<file path="config.mk">
export PLATFORM = sky130hd
export DESIGN_NAME = rr_sample_arbiter
export DESIGN_NICKNAME = d
export VERILOG_FILES = /design/src/rtl/rr_sample_arbiter.sv
export SDC_FILE = /design/constraint.sdc
export NUM_CORES = 1
export LEC_CHECK = 0
export ABC_AREA = 1
export CORE_MARGIN = 4
export CORE_UTILIZATION = 45
export CTS_BUF_LIST = sky130_fd_sc_hd__clkbuf_8 sky130_fd_sc_hd__clkbuf_16
export DETAILED_ROUTE_END_ITERATION = 10
export PLACE_DENSITY = 0.76
export SYNTH_ARGS = -nofsm -noshare
export SYNTH_HDL_FRONTEND = slang
export SYNTH_SLANG_ARGS = --single-unit
export TNS_END_PERCENT = 20
</file>
<file path="constraint.sdc">
create_clock -name clk -period 2.1 [get_ports clk]
set_clock_uncertainty 0.15 [all_clocks]
set_input_delay 0.315 -clock clk [delete_from_list [all_inputs] [get_ports clk]]
set_output_delay 0.315 -clock clk [all_outputs]
set_load 0.005 [all_outputs]
</file>
<file path="src/rtl/rr_sample_arbiter.sv">
// Round-robin arbiter sharing one registered data-bit sample path between NREQ requesters.
// Optional hold-timeout preemption is compiled in when ARB_TIMEOUT_EN is defined.
module rr_sample_arbiter #(
    parameter int NREQ     = 4,
    parameter int MAX_HOLD = 8
) (
    input  logic                    clk,
    input  logic                    rst,
    input  logic [NREQ-1:0]         req,
    input  logic [NREQ-1:0]         din,
    output logic [NREQ-1:0]         gnt,
    output logic [$clog2(NREQ)-1:0] gnt_id,
    output logic                    out_data,
    output logic                    out_valid,
    output logic                    busy
);
    localparam int IDW  = $clog2(NREQ);
    localparam int IDW1 = IDW + 1;

    localparam logic [1:0] ST_IDLE    = 2'd0;
    localparam logic [1:0] ST_GRANT   = 2'd1;
    localparam logic [1:0] ST_RELEASE = 2'd2;

    localparam logic [IDW:0]   NREQ_W  = IDW1'(NREQ);
    localparam logic [IDW-1:0] LAST_ID = IDW'(NREQ - 1);

    logic [1:0]      state_q, state_d;
    logic [IDW-1:0]  ptr_q, ptr_d;
    logic [IDW-1:0]  gnt_id_q, gnt_id_d;
    logic [NREQ-1:0] gnt_q, gnt_d;
    logic            out_data_q, out_data_d;
    logic            out_valid_q, out_valid_d;
    logic            timeout_hit;

    // Rotate requests so bit 0 is the requester at ptr; the first set bit is the winner offset.
    logic [2*NREQ-1:0] req_dbl;
    logic [NREQ-1:0]   req_rot;
    logic [IDW-1:0]    off;
    logic [IDW:0]      win_sum;
    logic [IDW-1:0]    winner;
    logic [NREQ-1:0]   win_onehot;
    logic              req_cur;
    logic              din_cur;

    assign req_dbl = {req, req};
    assign req_rot = NREQ'(req_dbl >> ptr_q);

    always_comb begin
        off = '0;
        for (int i = NREQ - 1; i >= 0; i--) begin
            if (req_rot[i]) begin
                off = IDW'(i);
            end
        end
    end

    assign win_sum = {1'b0, ptr_q} + {1'b0, off};
    assign winner  = (win_sum >= NREQ_W) ? IDW'(win_sum - NREQ_W) : win_sum[IDW-1:0];

    for (genvar gi = 0; gi < NREQ; gi++) begin : g_onehot
        assign win_onehot[gi] = (winner == IDW'(gi));
    end

    assign req_cur = req[gnt_id_q];
    assign din_cur = din[gnt_id_q];

`ifdef ARB_TIMEOUT_EN
    localparam int            HW        = $clog2(MAX_HOLD);
    localparam logic [HW-1:0] HOLD_LAST = HW'(MAX_HOLD - 1);

    logic [HW-1:0] hold_q, hold_d;

    // Preempt only once the limit is reached and someone else is actually waiting.
    assign timeout_hit = (hold_q == HOLD_LAST) && ((req & ~gnt_q) != '0);

    always_comb begin
        hold_d = '0;
        if (state_q == ST_GRANT) begin
            hold_d = (hold_q == HOLD_LAST) ? hold_q : hold_q + 1'b1;
        end
    end

    always_ff @(posedge clk) begin
        if (!rst) begin
            hold_q <= '0;
        end else begin
            hold_q <= hold_d;
        end
    end
`else
    // Without the timeout path MAX_HOLD has no effect on behaviour.
    assign timeout_hit = 1'b0 & (MAX_HOLD > 0);
`endif

    always_comb begin
        state_d     = state_q;
        ptr_d       = ptr_q;
        gnt_id_d    = gnt_id_q;
        gnt_d       = gnt_q;
        out_data_d  = out_data_q;
        out_valid_d = out_valid_q;
        case (state_q)
            ST_IDLE: begin
                out_valid_d = 1'b0;
                if (req != '0) begin
                    state_d  = ST_GRANT;
                    gnt_d    = win_onehot;
                    gnt_id_d = winner;
                end
            end
            ST_GRANT: begin
                out_valid_d = req_cur;
                if (req_cur) begin
                    out_data_d = din_cur;
                end
                if (!req_cur || timeout_hit) begin
                    state_d = ST_RELEASE;
                    gnt_d   = '0;
                end
            end
            ST_RELEASE: begin
                out_valid_d = 1'b0;
                gnt_d       = '0;
                ptr_d       = (gnt_id_q == LAST_ID) ? '0 : gnt_id_q + 1'b1;
                state_d     = ST_IDLE;
            end
            default: begin
                state_d = ST_IDLE;
                gnt_d   = '0;
            end
        endcase
    end

    always_ff @(posedge clk) begin
        if (!rst) begin
            state_q     <= ST_IDLE;
            ptr_q       <= '0;
            gnt_id_q    <= '0;
            gnt_q       <= '0;
            out_data_q  <= 1'b0;
            out_valid_q <= 1'b0;
        end else begin
            state_q     <= state_d;
            ptr_q       <= ptr_d;
            gnt_id_q    <= gnt_id_d;
            gnt_q       <= gnt_d;
            out_data_q  <= out_data_d;
            out_valid_q <= out_valid_d;
        end
    end

    assign gnt       = gnt_q;
    assign gnt_id    = gnt_id_q;
    assign out_data  = out_data_q;
    assign out_valid = out_valid_q;
    assign busy      = (state_q != ST_IDLE);

endmodule

</file>
==> qor.txt, run 1 <==
outcome - finished clean
critical path data arrival time - 1.97 ns
Max Slew Vio Count - 0
Syn Nets - 115
dpl cells - 141
worst r2r src - ptr_q[0]
DRC viols - 0
count leader, synth - nand2_1
Cell Count, Final, Fillers Out - 148
nets@finish - 146
Port Buf Inserts - 18
CORE AREA - 0.001366 mm^2
WL/cell - 12.54 um
clk root buf - clkbuf_8
Reg2Reg Capture Point - gnt_id[1]
Place WS - -0.2375 ns
Clock Latency Late Sink - 0.24 ns
CP required - 2.09 ns
via count - 761
TritonCTS Buffers - 3
CP Class - flop to flop
worst hold-check path type - flop to flop
Mapped Cells - 103
Post-synth ARST share - 0%
buffer depth of the longest clock path - 2
yosys warns - 0
WL final - 1856 um
Fmax - 504.2 MHz
hpwl dp - 1366 um
Synth area leader - dfxtp_1
initial DRC count - 15
layout cell share with drive strength beyond 1 - 25.56%
hold buffers post-CTS - 0
area grow syn2layout - 52.19%
synth cell count leaders - nand2_1 (22), dfxtp_1 (12), nand3_1 (12), nor2_1 (12), a21oi_1 (10)
Startpoint Class - flop
register area share after synthesis - 35.04%
mapped cell area - 685.7 um^2
# rows - 13
vias in the first global route - 704
Tmin final - 1.983 ns
Crit. End Element - flop
Routed Antenna Nets - 0
Synth area leaders - dfxtp_1 (35%), nand2_1 (12%), nand3_1 (8.8%)
final hold violations - 0
# diodes - 0
initial antenna violation count - 0
Placer Congestion - 0.7481
Overflow after GRT - 0
io pins - 19
syn_area_per_cell - 6.657 um^2
final setup margin - 0.1167 ns
CTS tree - yes
Cell variety after synth - 20
actual slew at the worst max-slew pin - 0.2726 ns
HP Start - gnt[3]
CP Max Fanout - 5
area of the die - 0.002212 mm^2
R2R cell count - 13
final period utilization - 94.44%
Worst IR Drop VDD - 0.5232 mV
Vias per Instance - 5.142
final hold slack - 0.3101 ns
Total GRT Usage - 19.31%
H-tree levels - 1
Setup violations, final - 0
Post-synth EDFFs - 0
R2R setup slack - 0.12 ns
Initial Utilization - 50.18%
Slew HR - 81.80%
die width - 47.04 um
Die Ht - 47.04 um
Synth Flop Type - dfxtp_1
Clk pin slew, worst setup/hold paths - 0.05 ns
number of synthesized register bits - 12
area share of the largest cell type after synthesis - 35.04%
pwr dens - 855.3 mW/mm^2
global-route wire length before repair - 2939 um
largest net degree at the start of global routing - 10
max-cap viol count - 0
DRT Pass-1 Iters - 4
Worst Hold Path Cells - 2
CTS sink cnt - 12
Hold Path End - gnt[3]
leakage dissipation - 0.4837 nW
[worst max-delay path by stage]
stage,from,to,cells after the start
after floorplan,ptr_q[0],gnt_id[1],13
after global routing,ptr_q[0],gnt_id[1],13
after global placement,req[2],gnt_id[1],12
after detailed placement,req[2],gnt_id[1],12
final,ptr_q[0],gnt_id[1],13
after CTS,req[2],gnt_id[1],12
[critical path: stages, from the launching register on]
cell      delay (ns)
dfxtp_4         0.37
inv_2           0.07
nand2_1         0.09
buf_4           0.10
nand3_1         0.05
nand2_1         0.08
a21boi_1        0.19
ha_2            0.21
xor2_2          0.17
inv_1           0.07
nand3_2         0.10
nand2_2         0.08
o21ai_2         0.11
inv_1           0.05
[cell type report]
type                    instances  area [um^2]
multi-input cells              80        432.9
fillers                       102        322.8
repair buffers                 26        250.2
flip-flops and latches         12        245.2
clock buffers                   4        55.05
inverters                      11        41.29
well taps                      15        18.77
[per-stage QoR]
stage	utilization [%]	instance area [um^2]	TNS, ns	power [W]
after floorplan	-	685.7	0	0.0004874
after global placement	67.49	922.1	-0.6723	0.0006105
after detailed placement	67.49	922.1	-0.9911	0.0006195
after CTS	71.52	977.2	0	0.0008769
after global routing	76.37	1044	-0.01307	0.0009491
final	76.37	1044	0	0.0008925
[what timing repair did]
action,in CTS,in global routing
buffers inserted,0,3
resized for setup,0,14
setup endpoints to repair,0,5
[routing by layer]
metal | track usage, % | vias to the layer above | part of all wire [%]
met1 | 23.13 | 335 | 44
met2 | 31.71 | 17 | 50
met3 | 4.981 | 5 | 4.0
li1 | - | 404 | -
met5 | 0 | - | 0
met4 | 9.945 | 0 | 1.8
[cell families (layout without fill, tap and decap cells)]
family	Yosys count	count (layout)	synth area share, %
AOI/OAI and AO/OA	23	23	18.80
xor gates and xnor gates	1	1	1.278
adders and majority gates	2	2	3.649
buffers and inverters	11	41	6.020
DFF	12	12	35.04
and+or+nand+nor	54	54	35.22
[power by group]
| group | switching [W] | total [W] | internal (W) |
|---|---|---|---|
| logic | 0.000174 | 0.000335 | 0.000161 |
| registers | 0.0000382 | 0.000303 | 0.000265 |
| clock network | 0.0000885 | 0.000254 | 0.000166 |
| total | 0.000301 | 0.000892 | 0.000592 |
[registers in the layout, summed over array words and instances (netlist names)]
name and flops:
gnt 4, gnt_id 2, ptr_q 2, state_q 2, out_data 1, out_valid 1
[layout by cell type (no fill, tap or decap)]
cell             count
nand2_1             20
clkdlybuf4s50_1     14
nor2_1              12
nand3_1             10
a21oi_1             10
dfxtp_1             10
buf_4                8
nand2_2              7
inv_1                6
o21ai_0              5
inv_2                4
clkbuf_8             4
dlymetal6s2s_1       4
nand3_2              3
o21ai_2              3
o21ai_1              2
a21boi_1             1
xor2_2               1
clkinv_1             1
o22ai_1              1
nor2_2               1
a211oi_1             1
nor4_1               1
ha_2                 1
ha_1                 1
dfxtp_4              1
dfxtp_2              1
No activity file was read; power rests on OpenSTA's default activity.
==> run 2, diff against run 1 <==
- SETUP_SLACK_MARGIN: unset -> 0.2
==> qor.txt, run 2 (same netlist as run 1, synthesis figures left out) <==
hpwl dp - 1366 um (unchanged)
buffer depth of the longest clock path - 2 (unchanged)
Die Ht - 47.04 um (unchanged)
multi-input logic area - 456.7 um^2 (+5.5%)
global-route wire length before repair - 2925 um (-0.48%)
CP Max Fanout - 6 (+1)
WL/cell - 12.55 um (+0.11%)
dpl cells - 141 (unchanged)
Cell Count, Final, Fillers Out - 148 (unchanged)
CTS sink cnt - 12 (unchanged)
initial DRC count - 11 (-4)
CORE AREA - 0.001366 mm^2 (unchanged)
Fmax - 534.6 MHz (+6.0%)
critical path data arrival time - 1.86 ns (-0.11 ns)
CP required - 2.09 ns (about the same)
largest net degree at the start of global routing - 10 (unchanged)
Crit. End Element - flop
nets@finish - 146 (unchanged)
io pins - 19 (unchanged)
WL final - 1858 um (+0.11%)
Overflow after GRT - 0 (unchanged)
CTS tree - yes
Placer Congestion - 0.7481 (unchanged)
H-tree levels - 1 (unchanged)
most common cell after layout, fill and taps aside - nand2_1
Max Slew Vio Count - 0 (unchanged)
Tmin final - 1.871 ns (-0.1126 ns)
# rows - 13 (unchanged)
DRT Pass-1 Iters - 4 (unchanged)
Clock Latency Late Sink - 0.24 ns (about the same)
max reg flops - 4 (unchanged)
clk root buf - clkbuf_8
worst hold-check path type - flop to flop
TritonCTS Buffers - 3 (unchanged)
via count - 763 (+0.26%)
final hold violations - 0 (unchanged)
Post-Route Setup TNS - 0 ns (unchanged)
Total GRT Usage - 19.33% (about the same)
RSZ-0062 raised after global routing - true
CP Class - flop to flop
Setup violations, final - 0 (unchanged)
vias in the first global route - 705 (+0.14%)
Initial Utilization - 50.18% (unchanged)
hold buffers post-CTS - 0 (unchanged)
Port Buf Inserts - 18 (unchanged)
actual slew at the worst max-slew pin - 0.2491 ns (-0.02350 ns)
final setup margin - 0.2293 ns (+0.1126 ns)
area of the die - 0.002212 mm^2 (unchanged)
leakage dissipation - 0.4586 nW (-5.2%)
Clk pin slew, worst setup/hold paths - 0.05 ns (about the same)
Slew HR - 83.22% (+1.4 points)
Place WS - -0.2375 ns (unchanged)
final period utilization - 89.08% (-5.4 points)
die width - 47.04 um (unchanged)
Vias per Instance - 5.155 (+0.26%)
FF/Latch Area - 247.7 um^2 (+1.0%)
Startpoint Class - flop
fill count - 102 (unchanged)
most frequent cells in the layout - nand2_1 (20), clkdlybuf4s50_1 (14), nor2_1 (12)
outcome - finished clean
layout cell share with drive strength beyond 1 - 28.57% (+3.0 points)
initial antenna violation count - 0 (unchanged)
max-cap viol count - 0 (unchanged)
Routed Antenna Nets - 0 (unchanged)
DRC viols - 0 (unchanged)
Worst IR Drop VDD - 0.5220 mV (-0.23%)
area grow syn2layout - 54.56%
# diodes - 0 (unchanged)
pwr dens - 857.4 mW/mm^2 (+0.25%)
## run 2: worst max-delay path, stage by stage, from the launching register on
cell	delay, ns
dfxtp_4	0.37
inv_6	0.08
nand2_1	0.09
nand3_1	0.09
nand2_1	0.08
a21boi_2	0.15
ha_2	0.20
xor2_2	0.16
inv_1	0.07
nand3_2	0.09
nand2_2	0.08
o21ai_2	0.11
inv_1	0.05
## run 2: final cells by class
type | count | area share (%)
multi-input cells | 80 | 43.09
inverters | 11 | 4.368
well taps | 15 | 1.771
clock buffers | 4 | 5.195
flip-flops and latches | 12 | 23.38
repair buffers | 26 | 22.20
## run 2: what timing repair did
action	4_1_cts	5_1_grt
setup buffers	3	0
pin swaps	5	5
gates resized for setup	13	9
setup endpoints to repair	5	5
## run 2: final timing paths
kind / endpoint / startpoint / slack, ns / depth (start not counted)
worst max register to register: gnt_id[1] / ptr_q[0] / 0.23 / 12
worst min-delay path: gnt[3] / gnt[3] / 0.31 / 2
worst min register to register: gnt[3] / gnt[3] / 0.31 / 2
worst max-delay path: gnt_id[1] / ptr_q[0] / 0.23 / 12
## run 2: stage by stage
step	util, %	total power, W	hold slack [ns]	area [um^2]
3_5_place_dp	67.49	0.0006195	0.3066	922.1
4_1_cts	74.82	0.0008979	0.3157	1022
5_1_grt	77.56	0.0009664	0.3485	1060
3_3_place_gp	67.49	0.0006105	0.3054	922.1
2_1_floorplan	-	0.0004874	0.3034	685.7
6_report	77.56	0.0009086	0.3100	1060
## run 2: layer usage
layer	global-route usage (%)	share of wire [%]
met1	22.72	46
met2	32.25	49
met3	4.981	3.1
met4	9.945	1.8
met5	0	0
## run 2: report_power, final
part | internal (W) | total, W | switching (W)
Sequential | 0.000264 | 0.000304 | 0.0000391
Clock | 0.000166 | 0.000254 | 0.0000885
Combinational | 0.000170 | 0.000351 | 0.000180
Total | 0.000601 | 0.000909 | 0.000308
